==> src/rtl/uart_rx.sv <==
// 8N1 UART receiver: two-flop synchronizer, mid-bit sampling FSM and a one-entry
// valid/ready holding register with single-cycle framing-error and overrun pulses.
module uart_rx #(
  parameter int CLKS_PER_BIT = 16
) (
  input  logic       clk,
  input  logic       reset,
  input  logic       rx,
  output logic [7:0] rx_data,
  output logic       rx_valid,
  input  logic       rx_ready,
  output logic       frame_err,
  output logic       overrun,
  output logic       busy,
  output logic [2:0] dbg_state_o
);

  localparam int CW = (CLKS_PER_BIT > 2) ? $clog2(CLKS_PER_BIT) : 1;
  localparam logic [CW-1:0] CNT_HALF = CW'(CLKS_PER_BIT / 2 - 1);
  localparam logic [CW-1:0] CNT_LAST = CW'(CLKS_PER_BIT - 1);

  typedef enum logic [2:0] {
    S_IDLE  = 3'd0,
    S_START = 3'd1,
    S_DATA  = 3'd2,
    S_STOP  = 3'd3,
    S_BREAK = 3'd4
  } state_t;

  state_t        state_q;
  logic [CW-1:0] cnt_q;
  logic [2:0]    idx_q;
  logic [7:0]    shift_q;
  logic          rx_meta_q;
  logic          rx_s_q;
  logic [7:0]    rx_data_q;
  logic          rx_valid_q;
  logic          frame_err_q;
  logic          overrun_q;

  // Holding register handshake: a byte moves to the host on any cycle where
  // rx_valid and rx_ready are both high; rx_data is frozen until then, and a
  // delivery in the same cycle as an acceptance refills the register.
  always_ff @(posedge clk) begin
    if (reset) begin
      state_q     <= S_IDLE;
      cnt_q       <= '0;
      idx_q       <= '0;
      shift_q     <= '0;
      rx_meta_q   <= 1'b1;
      rx_s_q      <= 1'b1;
      rx_data_q   <= '0;
      rx_valid_q  <= 1'b0;
      frame_err_q <= 1'b0;
      overrun_q   <= 1'b0;
    end else begin
      rx_meta_q   <= rx;
      rx_s_q      <= rx_meta_q;
      frame_err_q <= 1'b0;
      overrun_q   <= 1'b0;
      if (rx_valid_q && rx_ready) rx_valid_q <= 1'b0;

      case (state_q)
        S_IDLE: begin
          cnt_q <= '0;
          if (!rx_s_q) state_q <= S_START;
        end
        S_START: begin
          // Half a bit in: a line that is high again was only a glitch.
          if (cnt_q == CNT_HALF) begin
            cnt_q <= '0;
            idx_q <= '0;
            state_q <= rx_s_q ? S_IDLE : S_DATA;
          end else begin
            cnt_q <= cnt_q + CW'(1);
          end
        end
        S_DATA: begin
          if (cnt_q == CNT_LAST) begin
            cnt_q          <= '0;
            shift_q[idx_q] <= rx_s_q;
            if (idx_q == 3'd7) state_q <= S_STOP;
            else               idx_q   <= idx_q + 3'd1;
          end else begin
            cnt_q <= cnt_q + CW'(1);
          end
        end
        S_STOP: begin
          if (cnt_q == CNT_LAST) begin
            cnt_q <= '0;
            if (rx_s_q) begin
              state_q <= S_IDLE;
              if (!rx_valid_q || rx_ready) begin
                rx_data_q  <= shift_q;
                rx_valid_q <= 1'b1;
              end else begin
                overrun_q <= 1'b1;
              end
            end else begin
              frame_err_q <= 1'b1;
              state_q     <= S_BREAK;
            end
          end else begin
            cnt_q <= cnt_q + CW'(1);
          end
        end
        S_BREAK: begin
          // A held-low line must go high before another start bit counts.
          if (rx_s_q) state_q <= S_IDLE;
        end
        default: state_q <= S_IDLE;
      endcase
    end
  end

  assign rx_data     = rx_data_q;
  assign rx_valid    = rx_valid_q;
  assign frame_err   = frame_err_q;
  assign overrun     = overrun_q;
  assign busy        = (state_q != S_IDLE);
  assign dbg_state_o = state_q;

endmodule

==> config.mk <==
export PLATFORM = sky130hd
export DESIGN_NAME = uart_rx
export DESIGN_NICKNAME = d
export VERILOG_FILES = /design/src/rtl/uart_rx.sv
export SDC_FILE = /design/constraint.sdc
export NUM_CORES = 1
export LEC_CHECK = 0
export ABC_AREA = 1
export CORE_UTILIZATION = 35
export CTS_BUF_LIST = sky130_fd_sc_hd__clkbuf_8
export CTS_CLUSTER_DIAMETER = 80
export DETAILED_ROUTE_END_ITERATION = 7
export SYNTH_ARGS = -nofsm -noshare
export SYNTH_HDL_FRONTEND = slang
export SYNTH_SLANG_ARGS = --single-unit
==> constraint.sdc <==
create_clock -name clk -period 1.4 [get_ports clk]
set_input_delay 0.35 -clock clk [delete_from_list [all_inputs] [get_ports clk]]
set_output_delay 0.35 -clock clk [all_outputs]
set_load 0.005 [all_outputs]
==> flow_summary.yaml <==
clock_network:
  cts.sinks: 31
  worst_skew_pair.late_latency_ps: 280
  h_tree_depth: 2
  cts-hold-fix-buffers: 0
  ctsRootBufferMaster: "sky130_fd_sc_hd__clkbuf_8"
  clk_path_buf_depth: 2
  numCtsBuffers: 5
  clock_transition_at_the_registers_of_the_reported_paths_ps: 70
  tritoncts: "yes"
power_and_ir_drop:
  total_power_after_layout_mw: 3.61
  max_vdd_drop_mv: 1.04
  power_density_mw_per_mm2: 1690
  p_leak_nw: 0.971
routing:
  num_vias: 1401
  wl_per_cell_um: 10.9
  drt_iter0_markers: 60
  vias_per_cell: 4.64
  antenna_left: 0
  routed_wirelength_mm: 3.28
  drc_errors: 0
  detailedRoute.firstPassIterationCount: 4
timing:
  timing_max_transition_violations_final: 0
  final_hold_viol_count: 0
  tns_ps: 0
  final-setup-viol-count: 0
  timing.final.crit_share: 0.986
  slew_headroom: 0.810
  postLayoutSetupSlackWorst_ps: 19.9
  rsz_0062_raised_after_global_routing: "true"
  whs_ps: 408
  timing.final.crit_period_ps: 1380
  worst-slew-pin-transition_ps: 285
  maxClockFrequency_ghz: 0.725
  finalClockSkew_ps: 7.18
synthesis:
  top_cells_by_area_in_the_synthesized_netlist: "sky130_fd_sc_hd__dfxtp_1 (44%), sky130_fd_sc_hd__nor2_1 (13%), sky130_fd_sc_hd__nand2_1 (11%)"
  yosys_register_bits: 31
  yosys.area.top_type: "sky130_fd_sc_hd__dfxtp_1"
  yosys_warnings: 0
  synth_top_area_share: 0.442
  post_synthesis_instance_area_sq_mm: 0.00140
  postSynthCellCount: 199
  syn-num-nets: 206
  synth.yosys.seq_area_share: 0.442
  ys_types: 24
  avgSynthCellArea_sq_um: 7.05
critical_path:
  critical_path.endpoint_type: "primary output"
  cp-start-kind: "flop"
  crit_type: "reg -> out"
  crit_arrival_ps: 1030
  worstPathMaxFanout: 3
  worst-endpoint-required_ps: 1050
placement:
  place.detailed.hpwl_mm: 2.18
  post_dp_cell_area_sq_mm: 0.00180
  total_placed_cells_including_tap_cells: 285
  buffer_ports.inserted: 18
  gp_congestion: 0.791
  placement.setup.worst_slack_ps: -213
run:
  max-cap-violations: 0
floorplanning:
  fp.coreArea_sq_mm: 0.00374
  design.die.area_sq_mm: 0.00427
  fp.dieW_um: 65.3
  num_io_pins: 19
  initial_core_utilization: 0.375
  die_h_um: 65.3
  rows: 22
global_route:
  number_of_global_route_vias_before_repair: 1294
  global_route.usage.total: 0.170
  grt_antenna_before_repair: 0
  grt_remaining_overflow: 0
  maximum_number_of_pins_on_one_net_before_global_route_repair: 13
  grt_first_pass_wirelength_mm: 5.57
outcome:
  run_status: "complete, no violations"
cells_and_area:
  share_of_layout_cells_above_drive_strength_1: 0.346
  antenna-diode-count: 0
  num-nets-final: 261
  signed_area_change_from_the_synthesized_netlist_to_the_final_layout_pct: 52.1
  layoutNonFillerInstCount: 302
  finalCoreUtilization: 0.571
  finalInstanceArea_sq_mm: 0.00214
hold_path:
  worst_hold_path_type: "reg -> reg"
## registers in the layout (all words and copies together), names as in the netlist
name / cells
rx_data: 8
shift_q: 8
cnt_q: 4
dbg_state_o: 3
idx_q: 3
frame_err: 1
overrun: 1
rx_meta_q: 1
rx_s_q: 1
rx_valid: 1
## cells by family after synthesis
| logic type | share of synthesized area |
|---|---|
| AO/OA/AOI/OAI | 0.0873 |
| XOR/XNOR | 0.00624 |
| adder cells (fa/ha/maj) | 0.0267 |
| buffers and inverters | 0.0544 |
| flip-flops | 0.442 |
| AND/OR/NAND/NOR | 0.383 |
## cells in the final DEF (no fill, tap or decap), drive strengths merged
cell           count
a21oi             12
buf               33
clkbuf             7
clkdlybuf4s15      1
clkdlybuf4s50      3
clkinv             2
dfxtp             31
dlygate4sd2       13
ha                 3
inv               14
nand2             46
nand3              9
nand4              1
nor2              53
nor3              11
o211ai             1
o21ai             11
or2                2
xnor2              1
## where the power goes
part	leakage, nW	switching [mW]	internal [mW]	total (mW)
combinational	0.669	0.989	0.831	1.82
sequential	0.255	0.0896	1.01	1.10
clock	0.0470	0.314	0.385	0.699
total	0.971	1.39	2.22	3.61
## timing repair
item / in CTS / in global routing
pin swaps: 3 / 17
endpoints found under the setup margin: 33 / 23
setup buffers: 4 / 6
gates resized for setup: 27 / 52
## cells in the mapped netlist
cell and n:
sky130_fd_sc_hd__nand3_2 1, sky130_fd_sc_hd__or2_2 2, sky130_fd_sc_hd__nand4_1 1, sky130_fd_sc_hd__inv_2 2, sky130_fd_sc_hd__nand3_1 7, sky130_fd_sc_hd__ha_1 3, sky130_fd_sc_hd__nand2_2 2, sky130_fd_sc_hd__nor2_4 2
sky130_fd_sc_hd__nor2_1 50, sky130_fd_sc_hd__nor3_1 11, sky130_fd_sc_hd__dfxtp_1 31, sky130_fd_sc_hd__nor2_2 1, sky130_fd_sc_hd__xnor2_1 1, sky130_fd_sc_hd__buf_6 1, sky130_fd_sc_hd__clkbuf_1 1, sky130_fd_sc_hd__clkinv_1 1
sky130_fd_sc_hd__inv_1 12, sky130_fd_sc_hd__buf_2 1, sky130_fd_sc_hd__nand3_4 1, sky130_fd_sc_hd__o21ai_0 11, sky130_fd_sc_hd__nand2_4 1, sky130_fd_sc_hd__o211ai_1 1, sky130_fd_sc_hd__nand2_1 43, sky130_fd_sc_hd__a21oi_1 12
## area by class of cell
| cell class | count | area, sq um |
|---|---|---|
| fillers | 367 | 1610 |
| clock inverters | 1 | 5.00 |
| inverters | 15 | 61.3 |
| repair buffers | 51 | 430 |
| flip-flops and latches | 31 | 636 |
| clock buffers | 6 | 82.6 |
| well taps | 48 | 60.1 |
| multi-input cells | 150 | 861 |
## routing by layer
layer | GRT usage | vias to the layer above | part of all wire
li1 | - | 747 | -
met1 | 0.215 | 627 | 0.48
met2 | 0.276 | 21 | 0.47
met3 | 0.0469 | 6 | 0.030
met4 | 0.0571 | 0 | 0.016
met5 | 0 | - | 0
## worst max-delay path, cell delays in order (launching register included)
cell and delay (ps):
sky130_fd_sc_hd__dfxtp_4 360, sky130_fd_sc_hd__buf_12 120, sky130_fd_sc_hd__nor2_4 100, sky130_fd_sc_hd__nand2_2 60, sky130_fd_sc_hd__clkbuf_2 110
## final timing paths
path	endpoint	start	slack (ps)	depth (start not counted)
worst max-delay path	busy	dbg_state_o[0]	20	4
worst min-delay path	rx_s_q	rx_meta_q	410	1
worst max register to register	dbg_state_o[0]	cnt_q[0]	30	8
worst min register to register	rx_s_q	rx_meta_q	410	1
Note: power is estimated with default switching activity, not from simulation.
